## src/rtl/bcd_ascii_scheduler.sv

```systemverilog
// Round-robin shared binary-to-BCD converter: grants one 22-bit requester,
// runs one double-dabble step per clock, then streams 7 ASCII digits MSD first.
module bcd_ascii_scheduler #(
  parameter int NREQ  = 4,
  parameter bit BLANK = 1'b1
) (
  input  logic               clk,
  input  logic               reset,
  input  logic [NREQ-1:0]    req_valid,
  input  logic [NREQ*22-1:0] req_data,
  output logic [NREQ-1:0]    req_ready,
  output logic               char_valid,
  input  logic               char_ready,
  output logic [7:0]         char_data,
  output logic [2:0]         char_src,
  output logic               char_last,
  output logic               busy
);

  typedef enum logic [1:0] {IDLE, CONV, EMIT} state_e;

  state_e      state_q, state_d;
  logic [2:0]  rr_q, rr_d;
  logic [2:0]  src_q, src_d;
  logic [2:0]  idx_q, idx_d;
  logic [4:0]  iter_q, iter_d;
  logic [21:0] bin_q, bin_d;
  logic [27:0] bcd_q, bcd_d;

  // Requests padded to 8 slots so every select uses a fixed 3-bit index.
  logic [7:0]       vld8;
  logic [8*22-1:0]  data8;
  logic             gnt_any;
  logic [2:0]       gsel;
  logic [2:0]       cand;
  logic [7:0]       gbase;

  assign vld8  = 8'(req_valid);
  assign data8 = (8*22)'(req_data);
  assign gbase = 8'(gsel) * 8'd22;

  always_comb begin
    gnt_any = 1'b0;
    gsel    = 3'd0;
    cand    = 3'd0;
    for (int k = 0; k < NREQ; k++) begin
      cand = 3'((int'(rr_q) + k) % NREQ);
      if (!gnt_any && vld8[cand]) begin
        gnt_any = 1'b1;
        gsel    = cand;
      end
    end
  end

  assign req_ready = (state_q == IDLE && !reset && gnt_any) ? NREQ'(8'b1 << gsel) : '0;

  // Add-3 correction on every digit before the shift.
  logic [27:0] adj;
  always_comb begin
    adj = bcd_q;
    for (int d = 0; d < 7; d++)
      if (bcd_q[4*d +: 4] >= 4'd5) adj[4*d +: 4] = bcd_q[4*d +: 4] + 4'd3;
  end

  always_comb begin
    state_d = state_q;
    rr_d    = rr_q;
    src_d   = src_q;
    idx_d   = idx_q;
    iter_d  = iter_q;
    bin_d   = bin_q;
    bcd_d   = bcd_q;
    case (state_q)
      IDLE: if (gnt_any) begin
        bin_d   = data8[gbase +: 22];
        bcd_d   = '0;
        iter_d  = '0;
        src_d   = gsel;
        rr_d    = (int'(gsel) == NREQ - 1) ? 3'd0 : gsel + 3'd1;
        state_d = CONV;
      end
      CONV: begin
        bcd_d  = {adj[26:0], bin_q[21]};
        bin_d  = {bin_q[20:0], 1'b0};
        iter_d = iter_q + 5'd1;
        if (iter_q == 5'd21) begin
          state_d = EMIT;
          idx_d   = 3'd6;
        end
      end
      EMIT: if (char_ready) begin
        if (idx_q == 3'd0) state_d = IDLE;
        else               idx_d   = idx_q - 3'd1;
      end
      default: state_d = IDLE;
    endcase
  end

  always_ff @(posedge clk) begin
    if (reset) begin
      state_q <= IDLE;
      rr_q    <= '0;
      src_q   <= '0;
      idx_q   <= '0;
      iter_q  <= '0;
      bin_q   <= '0;
      bcd_q   <= '0;
    end else begin
      state_q <= state_d;
      rr_q    <= rr_d;
      src_q   <= src_d;
      idx_q   <= idx_d;
      iter_q  <= iter_d;
      bin_q   <= bin_d;
      bcd_q   <= bcd_d;
    end
  end

  // A zero digit is blanked only while every more-significant digit is zero too.
  logic [3:0]  digit;
  logic [27:0] higher;
  logic        blank;
  assign digit  = bcd_q[{idx_q, 2'b00} +: 4];
  assign higher = bcd_q >> ({idx_q, 2'b00} + 5'd4);
  assign blank  = BLANK && (digit == 4'd0) && (higher == '0) && (idx_q != 3'd0);

  assign char_valid = (state_q == EMIT);
  assign char_data  = (state_q != EMIT) ? 8'h00 : blank ? 8'h20 : {4'h3, digit};
  assign char_src   = (state_q == EMIT) ? src_q : 3'd0;
  assign char_last  = (state_q == EMIT) && (idx_q == 3'd0);
  assign busy       = (state_q != IDLE);

endmodule

```

## config.mk

```make
export PLATFORM = sky130hd
export DESIGN_NAME = bcd_ascii_scheduler
export DESIGN_NICKNAME = d
export VERILOG_FILES = /design/src/rtl/bcd_ascii_scheduler.sv
export SDC_FILE = /design/constraint.sdc
export NUM_CORES = 1
export LEC_CHECK = 0
export ABC_AREA = 1
export CAP_MARGIN = 20
export CELL_PAD_IN_SITES_DETAIL_PLACEMENT = 1
export CELL_PAD_IN_SITES_GLOBAL_PLACEMENT = 1
export CORE_UTILIZATION = 35
export CTS_CLUSTER_DIAMETER = 120
export DETAILED_ROUTE_END_ITERATION = 8
export PLACE_DENSITY_LB_ADDON = 0.1
export SYNTH_ARGS = -nofsm -noshare
export SYNTH_HDL_FRONTEND = slang
export SYNTH_SLANG_ARGS = --single-unit
```

## constraint.sdc

```tcl
create_clock -name clk -period 8.95 [get_ports clk]
set_input_delay 2.685 -clock clk [delete_from_list [all_inputs] [get_ports clk]]
set_output_delay 2.685 -clock clk [all_outputs]
set_load 0.01 [all_outputs]
```

==> results of run 1 <==
==> synthesized netlist by cell type, types with 3 or more instances <==
| master | instances |
|---|---|
| buf_4 | 8 |
| a21oi_1 | 61 |
| clkinv_1 | 3 |
| o21ai_1 | 17 |
| nand3_1 | 29 |
| nand2_4 | 4 |
| nor3_1 | 4 |
| nor2_1 | 29 |
| inv_1 | 117 |
| o211ai_1 | 19 |
| nand4_1 | 33 |
| o21ai_0 | 51 |
| nand2_1 | 308 |
| a211oi_1 | 4 |
| nand2_2 | 3 |
| buf_6 | 5 |
| or2_2 | 10 |
| clkbuf_1 | 20 |
| ha_1 | 23 |
| nor4_1 | 3 |
| buf_2 | 7 |
| dfxtp_1 | 64 |
| inv_2 | 6 |
| a31oi_1 | 5 |
==> logic make-up (layout without fill, tap and decap cells) <==
| group | Yosys count | in the layout | share of synthesized area (%) |
|---|---|---|---|
| AOI/OAI and AO/OA | 161 | 161 | 17.48 |
| xor gates and xnor gates | 3 | 3 | 0.5216 |
| adders and majority gates | 23 | 23 | 5.712 |
| buffers and inverters | 167 | 255 | 13.96 |
| DFF | 64 | 64 | 25.43 |
| other | 1 | 3 | 0.07443 |
| and+or+nand+nor | 429 | 429 | 36.83 |
==> area by class of cell <==
type | count | area [µm²]
well taps | 180 | 225.2
clock buffers | 11 | 242.7
repair buffers | 114 | 1129
multi-input cells | 619 | 3062
clock inverters | 4 | 45.04
fillers | 1904 | 7531
flip-flops and latches | 64 | 1281
inverters | 126 | 473.0
==> where the power goes <==
group	total [µW]	internal [µW]	switching, µW
registers	392	339	53.2
logic	1100	355	747
clock network	349	220	129
total	1840	914	930
==> metrics by stage <==
step | std cells | total power (µW) | setup slack, ns
detailed placement | 1103 | 1509 | 0.5850
global route | 1118 | 2022 | 0.3303
CTS | 1118 | 1868 | 0.5688
floorplan | 850 | 1238 | 2.299
global placement | 1103 | 1469 | 0.7271
finish | 1118 | 1844 | 0.5871
==> worst paths after layout <==
check,to
worst max-delay path,req_ready[2]
worst min-delay path,bcd_q[11]
worst max register to register,bin_q[20]
worst min register to register,bcd_q[11]
==> state kept, by name (all words and copies together) (netlist names) <==
name     cells
src_q        2
bcd_q       28
idx_q        3
iter_q       5
state_q      2
bin_q       22
rr_q         2
==> critical path, stage by stage <==
cell             delay, ns
clkdlybuf4s50_1       0.43
inv_1                 0.10
nand2_1               0.08
nand3_1               0.12
nand2_2               0.09
inv_1                 0.11
nand3_2               0.45
nand3_4               0.27
buf_4                 0.40
ha_1                  0.22
inv_1                 0.05
nor2_1                0.11
clkdlybuf4s50_1       0.54
==> layer usage <==
| metal | vias up | routed length, µm |
|---|---|---|
| met3 | 11 | 543 |
| li1 | 2887 | - |
| met2 | 95 | 8176 |
| met4 | 0 | 129 |
| met5 | - | 0 |
| met1 | 2583 | 7335 |
==> qor.txt, run 1 <==
status - completed
reg-to-reg startpoint - rr_q[0]
IO Port Bufs - 109
final WL - 16190 µm
die width - 122.0 µm
commonest non-fill, non-tap cell in the layout - nand2_1
TNS Setup - 0 ns
DRT iter0 DRCs - 220
power per cell area - 285.5 nW/µm²
min Tclk post-route - 8.363 ns
share of layout cells above drive strength 1 - 5.117%
Worst Hold Depth - 2
nets - 1052
global-route wire length before repair - 26540 µm
Total GRT Usage - 22.38%
final cell utilization of the core - 46.16%
CTS Sinks - 64
clk_skew - 0.005958 ns
Top Ports - 113
CP arrival - 5.68 ns
ys async rst share - 0%
antenna violations before repair - 0
Yosys reg bits - 64
Yosys top cell by area - dfxtp_1
commonest cells after routing, fill and taps aside - nand2_1, inv_1, clkdlybuf4s50_1
CP endpoint kind - output port
Final setup viols - 0
post-route antenna net violation count - 0
CTS tree - yes
synthesized area - 5039 µm²
Placeable Area - 13990 µm²
die area - 14880 µm²
Worst-Margin Slew - 0.8932 ns
Final Hold Viols - 0
synth unique cells - 35
Worst Path Required - 6.27 ns
Worst Path Max Fanout - 46
hold path startpoint - bcd_q[11]
launch point of the worst path - req_valid[0]
Core Rows - 43
initial core utilization - 36.02%
met2 usage - 40.78%
clock tree buffer depth - 2
post-CTS resize count - 0
r2r setup slk - 5.87 ns
reg2reg path depth - 14
die height - 122.0 µm
crit start category - input pin
Placed Instance Area - 6170 µm²
clk root buf - clkbuf_16
Primary FF master, synth - dfxtp_1
hpwl dp - 12410 µm
post-CTS setup buffers - 0
Slew Limit Fails - 0
max cap viols - 0
share of the synthesized area in the top cell type - 25.43%
GPL Wtd Cong - 0.8505
WS Path Type - in2out
vias per cell - 4.987
Slew headroom - 40.31%
Pre-antenna DRT Iters - 4
register area share after synthesis - 25.43%
clk slew on worst S/H paths - 0.05 ns
fmax - 119.6 MHz
number of synthesized flops with an enable pin - 0
total CTS buffers - 9
peak supply drop - 0.1596 mV
H-tree depth - 3
Mean Syn Cell Area - 5.942 µm²
final period utilization - 93.44%
DR DRC count - 0
met3 usage - 4.026%
busiest grt layer - met2
Post-Layout Inst Area - 6457 µm²
vias in the first global route - 5822
met1 usage - 26.86%
hold buffer count at cts - 0
largest net degree at the start of global routing - 47
Post-Syn Instances - 848
P&R area growth vs syn - 28.16%
Synthesis Warnings - 0
global route overflow - 0
Hold Path Class - reg2reg
DR WL/cell - 14.48 µm
ranking of synthesized cells by area - dfxtp_1, nand2_1, inv_1
Hold Slack - 0.4655 ns
worst skew pair latency - 0.33 ns
Diodes inserted - 0
RSZ-0062 raised after global routing - no
Via Count - 5576
leakage power - 0.002946 µW
(Power assumes the default switching activity.)
==> run 2: changes to the inputs <==
PLACE_DENSITY = 0.78   (was unset)
PLACE_DENSITY_LB_ADDON = unset   (was 0.1)
==> qor.txt, run 2 (same netlist as run 1, synthesis figures left out) <==
GPL Wtd Cong - 0.8460 (-0.53%)
hold buffer count at cts - 0 (unchanged)
max reg flops - 28 (unchanged)
min Tclk post-route - 8.128 ns (-0.2345 ns)
TNS Setup - 0 ns (unchanged)
largest register by flop count - bcd_q
Placeable Area - 13990 µm² (unchanged)
hold path startpoint - bcd_q[11]
CTS tree - yes
die height - 122.0 µm (unchanged)
nets - 1054 (+0.19%)
antenna violations before repair - 0 (unchanged)
Final Non-Filler Cells - 1121 (+0.27%)
CP arrival - 5.44 ns (-0.24 ns)
Slew headroom - 38.58% (-1.7 points)
clk_skew - 0.002722 ns (-0.003237 ns)
reg-to-reg startpoint - rr_q[0]
clock tree buffer depth - 2 (unchanged)
worst skew pair latency - 0.34 ns (about the same)
status - completed
final WL - 15870 µm (-2.0%)
initial core utilization - 36.02% (unchanged)
global-route wire length before repair - 26520 µm (-0.11%)
H-tree depth - 3 (unchanged)
Total GRT Usage - 22.55% (+0.17 points)
Worst Path Max Fanout - 46 (unchanged)
Pre-antenna DRT Iters - 4 (unchanged)
Core Rows - 43 (unchanged)
DR WL/cell - 14.16 µm (-2.2%)
CP endpoint kind - output port
vias per cell - 4.957 (-0.61%)
post-route antenna net violation count - 0 (unchanged)
Diodes inserted - 0 (unchanged)
clk slew on worst S/H paths - 0.05 ns (about the same)
WS Path Type - in2out
DRT iter0 DRCs - 197 (-10%)
vias in the first global route - 5591 (-4.0%)
fmax - 123.0 MHz (+2.9%)
Cells after DPL - 1105 (+0.18%)
Hold Slack - 0.4657 ns (+0.0001470 ns)
share of layout cells above drive strength 1 - 5.207% (+0.090 points)
post-CTS resize count - 0 (unchanged)
CTS Sinks - 64 (unchanged)
reg2reg path depth - 14 (unchanged)
Top Ports - 113 (unchanged)
FILL cells - 1902 (-0.11%)
max cap viols - 0 (unchanged)
Post-Layout Inst Area - 6500 µm² (+0.66%)
final period utilization - 90.82% (-2.6 points)
Placed Instance Area - 6185 µm² (+0.24%)
commonest cells after routing, fill and taps aside - nand2_1, inv_1, clkdlybuf4s50_1
Final setup viols - 0 (unchanged)
die width - 122.0 µm (unchanged)
largest net degree at the start of global routing - 47 (unchanged)
biggest regs - bcd_q x28, bin_q x22, iter_q x5
DR DRC count - 0 (unchanged)
Worst-Margin Slew - 0.9191 ns (+0.02592 ns)
Slew Limit Fails - 0 (unchanged)
peak supply drop - 0.1302 mV (-18%)
post-CTS setup buffers - 0 (unchanged)
hpwl dp - 11780 µm (-5.1%)
RSZ-0062 raised after global routing - no
commonest non-fill, non-tap cell in the layout - nand2_1
Hold Path Class - reg2reg
Worst Hold Depth - 2 (unchanged)
crit start category - input pin
power per cell area - 290.6 nW/µm² (+1.8%)
clk root buf - clkbuf_16
IO Port Bufs - 109 (unchanged)
total CTS buffers - 9 (unchanged)
P&R area growth vs syn - 29.00%
Final Hold Viols - 0 (unchanged)
leakage power - 0.002965 µW (+0.62%)
die area - 14880 µm² (unchanged)
final cell utilization of the core - 46.47% (+0.30 points)
Via Count - 5557 (-0.34%)
launch point of the worst path - req_valid[1]
Worst Path Required - 6.27 ns (about the same)
global route overflow - 0 (unchanged)
-- run 2: changes by cell type in the layout (fill, tap and decap cells not counted), sizes merged --
cell,delta
clkinv,-2
clkbuf,+2
buf,+2
bufinv,+1
-- run 2: routing by layer --
metal | share of wire, % | vias to the layer above | track usage, %
met4 | 1.4 | 0 | 5.324
met1 | 46 | 2557 | 26.83
met3 | 3.5 | 14 | 5.337
met5 | 0 | - | 0
met2 | 49 | 105 | 40.40
li1 | - | 2881 | -
-- run 2: where the power goes --
group	switching, µW	internal, µW
clock network	131	251
logic	752	360
registers	55.2	339
total	939	950
-- run 2: worst paths after layout --
check,end,slack (ns)
worst max-delay path,req_ready[0],0.82
worst min register to register,bcd_q[11],0.47
worst max register to register,bin_q[11],5.97
worst min-delay path,bcd_q[11],0.47
-- run 2: through the flow --
| step | worst slack [ns] | power, µW |
|---|---|---|
| global route | 0.5763 | 2072 |
| finish | 0.8216 | 1889 |
| floorplan | 2.299 | 1238 |
| detailed placement | 0.7994 | 1524 |
| CTS | 0.7977 | 1918 |
| global placement | 0.8604 | 1507 |
-- run 2: worst max-delay path: stages --
cell	delay, ns
clkdlybuf4s50_1	0.43
inv_1	0.08
nand2_1	0.06
nand3_1	0.15
nand2_2	0.09
nor2_4	0.16
nand3_4	0.30
nand3_4	0.19
buf_4	0.39
ha_1	0.22
inv_1	0.04
nor2_1	0.09
clkdlybuf4s50_1	0.54
-- run 2: final cells by class --
type                    count  area, µm²  share of cell area (%)
repair buffers            116       1144                   17.59
well taps                 180      225.2                   3.465
multi-input cells         619       3062                   47.10
clock buffers              13      250.2                   3.850
flip-flops and latches     64       1281                   19.71
inverters                 126      473.0                   7.276
clock inverters             3      65.06                   1.001
==> run 3: changes to the inputs <==
SLEW_MARGIN = 20   (was unset)
==> results of run 3 <==
The final DEF is identical to that of run 2; final timing and power are the same.
